==> config.mk <==
export PLATFORM = sky130hd
export DESIGN_NAME = fc_mac_neuron
export DESIGN_NICKNAME = d
export VERILOG_FILES = /design/src/rtl/cnn_fixed_pkg.sv /design/src/rtl/fxp_round_sat.sv /design/src/rtl/fc_mac_neuron.sv
export SDC_FILE = /design/constraint.sdc
export NUM_CORES = 1
export LEC_CHECK = 0
export ABC_AREA = 1
export CAP_MARGIN = 20
export CELL_PAD_IN_SITES_DETAIL_PLACEMENT = 0
export CELL_PAD_IN_SITES_GLOBAL_PLACEMENT = 1
export CORE_AREA = 2 2 204 206
export CTS_CLUSTER_SIZE = 8
export DETAILED_ROUTE_END_ITERATION = 16
export DIE_AREA = 0 0 206 208
export PLACE_DENSITY_LB_ADDON = 0.1
export SYNTH_ARGS = -nofsm -noshare
export SYNTH_HDL_FRONTEND = slang
export SYNTH_SLANG_ARGS = --single-unit
==> constraint.sdc <==
create_clock -name clk -period 11.8 [get_ports clk]
set_clock_uncertainty 0.05 [all_clocks]
set_input_delay 2.95 -clock clk [delete_from_list [all_inputs] [get_ports clk]]
set_output_delay 2.95 -clock clk [all_outputs]
set_load 0.05 [all_outputs]
==> src/rtl/cnn_fixed_pkg.sv <==
// Shared fixed-point definitions for the CNN datapath: Q8.8 defaults,
// saturation limits and the neuron-stage state encoding.
package cnn_fixed_pkg;

    localparam int FXP_N = 16;
    localparam int FXP_Q = 8;

    localparam logic [15:0] SAT_MAX = 16'h7FFF;
    localparam logic [15:0] SAT_MIN = 16'h8000;

    typedef enum logic [1:0] {
        IDLE  = 2'd0,
        ACCUM = 2'd1,
        DRAIN = 2'd2,
        OUT   = 2'd3
    } neuron_state_e;

endpackage

==> src/rtl/fxp_round_sat.sv <==
// Combinational round-half-up, arithmetic shift by Q and saturation of a
// wide signed fixed-point value into a narrower signed result.
module fxp_round_sat #(
    parameter int IW = 40,
    parameter int OW = 16,
    parameter int Q  = 8
) (
    input  logic [IW-1:0] val_i,
    output logic [OW-1:0] res_o
);

    // One extra bit so adding the half-LSB can never wrap.
    localparam logic signed [IW:0] HALF = {{(IW-Q+1){1'b0}}, 1'b1, {(Q-1){1'b0}}};
    localparam logic signed [IW:0] MAXV = {{(IW-OW+2){1'b0}}, {(OW-1){1'b1}}};
    localparam logic signed [IW:0] MINV = {{(IW-OW+2){1'b1}}, {(OW-1){1'b0}}};

    logic signed [IW:0] biased;
    logic signed [IW:0] shifted;

    always_comb begin
        biased  = $signed({val_i[IW-1], val_i}) + HALF;
        shifted = biased >>> Q;
        if (shifted > MAXV) begin
            res_o = MAXV[OW-1:0];
        end else if (shifted < MINV) begin
            res_o = MINV[OW-1:0];
        end else begin
            res_o = shifted[OW-1:0];
        end
    end

endmodule

==> src/rtl/fc_mac_neuron.sv <==
// Fully-connected neuron: streams NUM_INPUTS Q8.8 activation/weight pairs,
// accumulates products plus bias at full precision, emits a rounded Q8.8 result.
//
// state | meaning
// IDLE  | waiting for start, bias captured on start
// ACCUM | accepting activation/weight beats, one registered product in flight
// DRAIN | folds the last product into acc and rounds/saturates the sum
// OUT   | result held on out_data until out_ready
module fc_mac_neuron
    import cnn_fixed_pkg::*;
#(
    parameter int N          = FXP_N,
    parameter int Q          = FXP_Q,
    parameter int NUM_INPUTS = 64,
    parameter int ACC_W      = 40
) (
    input  logic         clk,
    input  logic         rst_n,
    input  logic         start,
    input  logic [N-1:0] bias,
    input  logic         in_valid,
    output logic         in_ready,
    input  logic [N-1:0] in_data,
    input  logic [N-1:0] in_weight,
    output logic         out_valid,
    input  logic         out_ready,
    output logic [N-1:0] out_data
);

    localparam int CNT_W = $clog2(NUM_INPUTS + 1);
    localparam logic [CNT_W-1:0] LAST_IDX = CNT_W'(NUM_INPUTS - 1);

    neuron_state_e        state_q, state_d;
    logic [ACC_W-1:0]     acc_q, acc_d;
    logic [2*N-1:0]       prod_q, prod_d;
    logic                 prod_valid_q, prod_valid_d;
    logic [CNT_W-1:0]     count_q, count_d;
    logic                 in_ready_q, in_ready_d;
    logic                 out_valid_q, out_valid_d;
    logic [N-1:0]         out_data_q, out_data_d;

    logic                 beat;
    logic signed [2*N-1:0] mul;
    logic [ACC_W-1:0]     prod_ext;
    logic [ACC_W-1:0]     bias_ext;
    logic [ACC_W-1:0]     acc_next;
    logic [N-1:0]         rs_out;

    assign beat     = in_valid & in_ready_q;
    assign mul      = $signed(in_data) * $signed(in_weight);
    assign prod_ext = {{(ACC_W-2*N){prod_q[2*N-1]}}, prod_q};
    // Bias is Q8.8; shift into the Q16.16 product alignment.
    assign bias_ext = {{(ACC_W-N-Q){bias[N-1]}}, bias, {Q{1'b0}}};
    assign acc_next = acc_q + (prod_valid_q ? prod_ext : '0);

    fxp_round_sat #(
        .IW (ACC_W),
        .OW (N),
        .Q  (Q)
    ) u_round_sat (
        .val_i (acc_next),
        .res_o (rs_out)
    );

    always_comb begin
        state_d      = state_q;
        acc_d        = acc_q;
        prod_d       = prod_q;
        prod_valid_d = prod_valid_q;
        count_d      = count_q;
        out_data_d   = out_data_q;
        case (state_q)
            IDLE: begin
                if (start) begin
                    acc_d        = bias_ext;
                    count_d      = '0;
                    prod_valid_d = 1'b0;
                    state_d      = ACCUM;
                end
            end
            ACCUM: begin
                acc_d = acc_next;
                if (beat) begin
                    prod_d       = mul;
                    prod_valid_d = 1'b1;
                    count_d      = count_q + 1'b1;
                    if (count_q == LAST_IDX) begin
                        state_d = DRAIN;
                    end
                end else begin
                    prod_valid_d = 1'b0;
                end
            end
            DRAIN: begin
                acc_d        = acc_next;
                prod_valid_d = 1'b0;
                out_data_d   = rs_out;
                state_d      = OUT;
            end
            OUT: begin
                if (out_ready) begin
                    state_d = IDLE;
                end
            end
            default: state_d = IDLE;
        endcase
        in_ready_d  = (state_d == ACCUM);
        out_valid_d = (state_d == OUT);
    end

    always_ff @(posedge clk or negedge rst_n) begin
        if (!rst_n) begin
            state_q      <= IDLE;
            acc_q        <= '0;
            prod_q       <= '0;
            prod_valid_q <= 1'b0;
            count_q      <= '0;
            in_ready_q   <= 1'b0;
            out_valid_q  <= 1'b0;
            out_data_q   <= '0;
        end else begin
            state_q      <= state_d;
            acc_q        <= acc_d;
            prod_q       <= prod_d;
            prod_valid_q <= prod_valid_d;
            count_q      <= count_d;
            in_ready_q   <= in_ready_d;
            out_valid_q  <= out_valid_d;
            out_data_q   <= out_data_d;
        end
    end

    assign in_ready  = in_ready_q;
    assign out_valid = out_valid_q;
    assign out_data  = out_data_q;

endmodule

# Yosys cells after proc, flatten, opt, wreduce, memory -nomap -nowiden
# Index checks and enable logic that the tools add are counted.
# classes
bitwise,1
n_addsub,3
multipliers,1
magnitude_cmp,2
n_reduce_logical,9
mux,16
eq_ne,8
# ops
cell,count
$mux W40,2
$pmux W40 S2,1
$add A40 B9 Y41 const B,1
$add A40 B40 Y40,1
$gt A33 B16 Y1 const B,1
$lt A33 B16 Y1 const B,1
$mul A16 B16 Y32,1
$mux W16,2
$mux W7,2
$pmux W7 S2,1
$mux W2,4
$pmux W2 S4,1
$add A7 B1 Y7 const B,1
$eq A7 B6 Y1 const B,1
$eq A2 B2 Y1 const B,3
$reduce_and A2 Y1,3
$eq A2 B1 Y1 const B,2
$ne A2 B2 Y1 const B,2
$reduce_bool A2 Y1,2
$pmux W1 S3,1
$reduce_and A3 Y1,1
$reduce_bool A3 Y1,1
$logic_not A2 Y1,1
$mux W1,2
2 further kinds,2
# word_totals
out_inout_bits,18
input_bits,53
reg_bits,100

# Logic depth before layout (Yosys ltp)
# Gate-level depths: netlist of run 1.
# depth
depth_word,6
mapped_depth,32
ltp_nobuf,29

# Cells and area by module
# A second synthesis of run 1 with hierarchy kept.
# unflattened
cells_unflattened,2959
area_unflattened_um2,19849.0
# by_module_without_submodules
module,cells_per_inst,area_each_um2,seq_area_each_um2,instances
fc_mac_neuron,2682,18539.0,2502.4,1
fxp_round_sat,277,1310.0,0.0,1

# Least setup slack after synthesis of run 1
# No wires, ideal clock.
# synth_path
kind,input -> register
from,input in_weight[9]
to,register prod_q[29]
arrival_ns,8.665
n_path_buf,2
required_time_ns,11.632
slack_ns,2.967
stages,28
path_cell_list,clkbuf_1 -> clkbuf_1 -> nand2_1 -> fa_1 -> inv_1 -> fa_1 -> inv_1 -> fa_1 -> inv_1 -> fa_1 -> inv_1 -> fa_1 -> inv_1 -> fa_1 -> ha_1 -> a21o_1 -> a21oi_1 -> nand2_1 -> a21oi_1 -> o21ai_0 -> nand2_1 -> nand2_1 -> a21o_1 -> nand3_1 -> nand2_1 -> or2_2 -> nand3_1 -> nand2_1
# synth_via
elab_chain_cells,1
# synth_lines
element,line_no,text
start: declaration,fc_mac_neuron.sv:24,"input logic [N-1:0] in_weight,"
$mul A16 B16 Y32,fc_mac_neuron.sv:50,assign mul = $signed(in_data) * $signed(in_weight);
end signal: assignment,fc_mac_neuron.sv:124,prod_q <= prod_d;
end: declaration,fc_mac_neuron.sv:35,"logic [2*N-1:0] prod_q, prod_d;"
# Every way passes these cells.
# A chain may end at the register's enable or synchronous reset.

# Final worst setup path of run 1
# layout_path
from,input in_weight[6]
to,register prod_q[30]
# Same word-level chain as after synthesis.

==> results.yml, run 1 <==
finish:
  fillers: 4152
  n_antenna_cell: 0
  drive_above_1_share_pct: 5.05
  area_growth_pct: 7.38
  nets: 3208
  fin_util_pct: 50.9
yosys:
  synthDistinctLibCells: 49
  syn_area_um2: 19200
  synthAdderAreaFrac_pct: 35.7
  yosys.area.top_type_share_pct: 27.4
  avgSynthCellArea_um2: 6.97
  synth_compound_gate_area_share_pct: 6.80
  syn_inst: 2756
  postSynthNetCount: 3199
  async_flop_share_pct: 100
  synth-simple-area-share_pct: 27.8
  ys_seq_area_share_pct: 13.0
  synth_edf_count: 0
  synth_top_area_cell: "fa_1"
  synth.area.top_cells: "fa_1 27%, nand2_1 17%, dfrtp_1 13%"
  ys_seq_elements: 100
  synthFlopType: "dfrtp_1"
  yosys_warnings: 0
  synth_xor_area_share_pct: 2.23
  muxShareOfSynthArea_pct: 0
  synth_top_family_by_area: "adder cells"
critical_path:
  worstPathMaxFanout: 16
  crit_arrival_ns: 9.75
  cp-start-kind: "input port"
  crit_required_ns: 11.99
  crit_type: "in -> reg"
  cp-end-kind: "flip-flop"
sta:
  tns_ns: 0
  fin_crit_sh_pct: 81.0
  hold_violations: 0
  tightest_slew_ns: 0.867
  finalMaxSlewViolations: 0
  maxSlewHeadroom_pct: 42.0
  fin_crit_ns: 9.56
  fmax_mhz: 105
  finalWorstSetupSlack_ns: 2.24
  rsz0062_at_grt: "no"
  setup_violations: 0
clocking:
  cts_setup_buffers: 0
  cts.sinks: 100
  cts-hold-fix-buffers: 0
  tritoncts: "done"
  clock-root-buffer: "clkbuf_16"
  cts_max_path_buffers: 2
  clk_pin_slew_worst_paths_ns: 0.07
  cts_resized: 0
  htreeDepth: 3
  cts_inserted_buffers: 9
  insertion_delay_ns: 0.38
placed_design:
  gp_congestion: 1.03
  pre_cts_ws_ns: 1.85
  hpwl_um: 47500
  io_buffers: 70
floorplan:
  die_width_um: 206
  rows: 74
  core-area_um2: 40600
  start_util_pct: 47.4
  ios: 71
  dieHeight_um: 208
  die_area_um2: 42800
flow_run:
  max_cap_viol_count: 0
global_routing:
  grt_pass1_wl_um: 91200
  antenna_found_initial: 0
  grt_max_degree: 67
  gr-usage-all-layers_pct: 27.2
  grt_pass1_vias: 17200
  overflow: 0
routing:
  wire_per_inst_um: 16.9
  wirelength_um: 55800
  via_per_inst: 5.03
  drc: 0
  vias: 16600
  firstDrtPassIters: 8
  drtIter0Drc: 983
  ant_nets: 0
min_path:
  hold_class: "reg -> reg"
status:
  status: "finished clean"
==> logic make-up after synthesis <==
logic type / Yosys count
buffers and inverters: 734
AOI/OAI and AO/OA: 219
DFF: 100
adders and majority gates: 390
and+or+nand+nor: 1264
xor gates and xnor gates: 49
==> metrics by stage <==
| stage | hold WS [ns] | instance area (µm²) | std cells |
|---|---|---|---|
| floorplan | 0.392 | 19200 | 2756 |
| global placement | 0.415 | 20300 | 3286 |
| detailed placement | 0.419 | 20300 | 3286 |
| CTS | 0.436 | 20600 | 3302 |
| global route | 0.460 | 20600 | 3302 |
| finish | 0.435 | 20600 | 3302 |
==> cells in the final DEF, fill, tap and decap left out, types with 3 or more instances in the layout <==
master / n
a21o_1: 7
a21oi_1: 71
a21oi_2: 13
a31oi_1: 5
a32o_1: 5
buf_4: 10
clkbuf_16: 9
clkdlybuf4s50_1: 69
dfrtp_1: 100
fa_1: 263
ha_1: 127
inv_1: 641
inv_2: 10
nand2_1: 860
nand2_2: 29
nand2_4: 3
nand3_1: 104
nand3_2: 7
nand3b_1: 3
nand4_1: 33
nor2_1: 159
nor2_2: 23
nor2_4: 8
nor3_1: 10
nor3_2: 3
o211ai_1: 17
o21ai_0: 82
o21bai_1: 5
o22ai_1: 3
or2_2: 13
xnor2_1: 21
xor2_1: 28
==> state kept, by name, indices dropped and copies added (netlist names) <==
signal / cells
out_data: 16
prod_q: 32
in_ready: 1
state_q: 2
prod_valid_q: 1
out_valid: 1
count_q: 7
acc_q: 40
==> synthesized netlist by cell type (all sizes together) (7+ instances only) <==
cell type	n
a21o	7
a21oi	85
clkbuf	76
dfrtp	100
fa	263
ha	127
inv	651
nand2	892
nand3	113
nand4	33
nor2	190
nor3	13
o211ai	17
o21ai	82
or2	13
xnor2	21
xor2	28
==> path summary, 6_finish.rpt <==
kind | start | to | slack (ns) | depth (start not counted)
worst max-delay path | in_weight[6] | prod_q[30] | 2.24 | 22
worst min-delay path | prod_q[4] | prod_q[4] | 0.43 | 2
worst max register to register | prod_valid_q | out_data[1] | 6.53 | 25
worst min register to register | prod_q[4] | prod_q[4] | 0.43 | 2
max in group asynchronous | rst_n | out_data[10] | 7.92 | 2
min in group asynchronous | rst_n | acc_q[6] | 2.49 | 1
==> worst max-delay path: stages <==
cell,delay (ns)
clkdlybuf4s50_1,0.96
nand2_1,0.18
fa_1,0.57
inv_1,0.06
fa_1,0.52
inv_1,0.05
fa_1,0.54
fa_1,0.47
fa_1,0.56
inv_1,0.06
fa_1,0.47
ha_1,0.36
nand2_1,0.08
nor3_1,0.17
nor2_1,0.08
o21ai_0,0.42
a21boi_0,0.25
o21ai_0,0.39
a21oi_1,0.16
o21ai_0,0.21
xnor2_1,0.14
o21ai_0,0.08
==> layout make-up <==
class,count,area (µm²),area share (%)
inverter,653,2450,11.9
sequential,100,2500,12.1
tap,532,666,3.23
timing repair buffer,79,766,3.71
multi-input combinational,1922,13900,67.5
clock buffer,9,225,1.09
clock inverter,7,93.8,0.455
==> metal layers <==
layer / vias to the layer above / wire [µm] / track usage [%]
li1: 8204 / - / -
met1: 7943 / 25000 / 36.6
met2: 408 / 26900 / 46.7
met3: 61 / 2390 / 2.15
met4: 0 / 1460 / 8.28
met5: - / 0 / 0
Power of run 1 is left out: the tool's default activity adds up to more than one toggle a clock period on the data nets, which glitch-free logic cannot reach.
==> run 2, diff against run 1 <==
--- a/config.mk
+++ b/config.mk
@@ -9,10 +9,10 @@
 export CAP_MARGIN = 20
 export CELL_PAD_IN_SITES_DETAIL_PLACEMENT = 0
 export CELL_PAD_IN_SITES_GLOBAL_PLACEMENT = 1
-export CORE_AREA = 2 2 204 206
+export CORE_AREA = 2 2 206 208
 export CTS_CLUSTER_SIZE = 8
 export DETAILED_ROUTE_END_ITERATION = 16
-export DIE_AREA = 0 0 206 208
+export DIE_AREA = 0 0 208 210
 export PLACE_DENSITY_LB_ADDON = 0.1
 export SYNTH_ARGS = -nofsm -noshare
 export SYNTH_HDL_FRONTEND = slang
==> constraint.sdc (replaced) <==
create_clock -name clk -period 9 [get_ports clk]
set_clock_uncertainty 0.05 [all_clocks]
set_input_delay 2.25 -clock clk [delete_from_list [all_inputs] [get_ports clk]]
set_output_delay 2.25 -clock clk [all_outputs]
set_load 0.05 [all_outputs]
==> results.yml, run 2 (synthesis results as in run 1) <==
clocking:
  cts.sinks: 100
  clk_pin_slew_worst_paths_ns: 0.07
  cts_resized: 0
  cts_setup_buffers: 0
  cts_max_path_buffers: 2
  cts-hold-fix-buffers: 0
  htreeDepth: 3
  clock-root-buffer: "clkbuf_16"
  insertion_delay_ns: 0.39
  tritoncts: "done"
  cts_inserted_buffers: 9
finish:
  regMostFlops: "acc_q"
  area_growth_pct: 9.07
  n_antenna_cell: 0
  final_cell_mix: "860 x nand2_1, 641 x inv_1, 263 x fa_1, 159 x nor2_1, 127 x ha_1"
  fillers: 4226
  drive_above_1_share_pct: 6.54
  nets: 3252
  largest_register_ffs: 40
  final_common_cell: "nand2_1"
sta:
  maxSlewHeadroom_pct: 38.6
  finalMaxSlewViolations: 0
  fin_crit_ns: 8.49
  finalWorstSetupSlack_ns: 0.506
  fmax_mhz: 118
  hold_violations: 0
  rsz0062_at_grt: "no"
  setup_violations: 0
  tightest_slew_ns: 0.918
  fin_crit_sh_pct: 94.4
  tns_ns: 0
critical_path:
  crit_required_ns: 9.21
  max_stage_delay_ns: 0.91
  cp_common_cell: "fa_1"
  crit_type: "in -> reg"
  cp-start-kind: "input port"
  rr_startpoint: "prod_valid_q"
  cp-end-kind: "flip-flop"
  reg2reg_depth: 24
  path_cells: "clkdlybuf4s50_1, buf_4, nand2_1, fa_1, fa_1, fa_1, inv_1, fa_1, inv_1, fa_1, fa_1, inv_1, ha_1, a21oi_1, inv_1, a21oi_1, a21boi_0, o21ai_0, a21oi_1, o21ai_0, xnor2_1, o21ai_0"
  cp-startpoint: "in_data[3]"
  crit_arrival_ns: 8.70
  worstPathMaxFanout: 13
  crit_path_top_delay_cell: "clkdlybuf4s50_1"
floorplan:
  die_width_um: 208
  dieHeight_um: 210
  rows: 75
  ios: 71
  die_area_um2: 43700
  start_util_pct: 46.3
  core-area_um2: 41500
routing:
  drtIter0Drc: 1111
  vias: 16800
  wirelength_um: 56200
  via_per_inst: 5.01
  firstDrtPassIters: 6
  ant_nets: 0
  wire_per_inst_um: 16.8
  drc: 0
global_routing:
  grt_pass1_vias: 17200
  grt_max_degree: 61
  gr-usage-all-layers_pct: 26.6
  grt_pass1_wl_um: 91800
  antenna_found_initial: 0
  overflow: 0
flow_run:
  max_cap_viol_count: 0
placed_design:
  hpwl_um: 49000
  io_buffers: 70
  pre_cts_ws_ns: 0.145
  gp_congestion: 1.00
min_path:
  hold_depth: 2
  hold_class: "reg -> reg"
  hp-start: "prod_q[3]"
status:
  status: "finished clean"
[run 2: final cells by class]
cell class | instances | area, µm² | share of cell area, %
multi-input cells | 1922 | 13900 | 66.5
flip-flops and latches | 100 | 2500 | 11.9
inverters | 653 | 2450 | 11.7
repair buffers | 123 | 1100 | 5.23
well taps | 539 | 674 | 3.22
clock buffers | 9 | 225 | 1.07
clock inverters | 7 | 78.8 | 0.376
[run 2: layer usage]
metal / wire [µm] / share of wire [%] / GRT usage [%] / up-vias
met5: 0 / 0 / 0 / -
met4: 1530 / 2.7 / 7.73 / 0
met3: 1960 / 3.5 / 2.03 / 65
met2: 27400 / 49 / 46.6 / 330
met1: 25300 / 45 / 35.4 / 8084
li1: - / - / - / 8306
[run 2: final timing paths]
path,to,slack [ns]
min in group asynchronous,acc_q[6],1.78
max,prod_q[30],0.51
min reg2reg,prod_q[3],0.43
min,prod_q[3],0.43
max reg2reg,out_data[1],3.91
max in group asynchronous,out_data[11],5.91
[run 2: critical path: cells and delay by family]
family / cells / cell delay, ns
and+or+nand+nor: 1 / 0.08
adders and majority gates: 7 / 3.51
xor gates and xnor gates: 1 / 0.15
AOI/OAI and AO/OA: 7 / 1.33
buffers and inverters: 6 / 1.37
[run 2: per-stage QoR]
step / utilization (%) / instance area (µm²) / hold WS [ns] / instances
after floorplan: - / 19200 / 0.392 / 2756
final: 50.5 / 21000 / 0.428 / 3353
after CTS: 50.5 / 21000 / 0.429 / 3353
after detailed placement: 49.8 / 20600 / 0.410 / 3337
after global routing: 50.5 / 21000 / 0.462 / 3353
after global placement: 49.8 / 20600 / 0.410 / 3337
Power of run 2 is left out for the same reason.
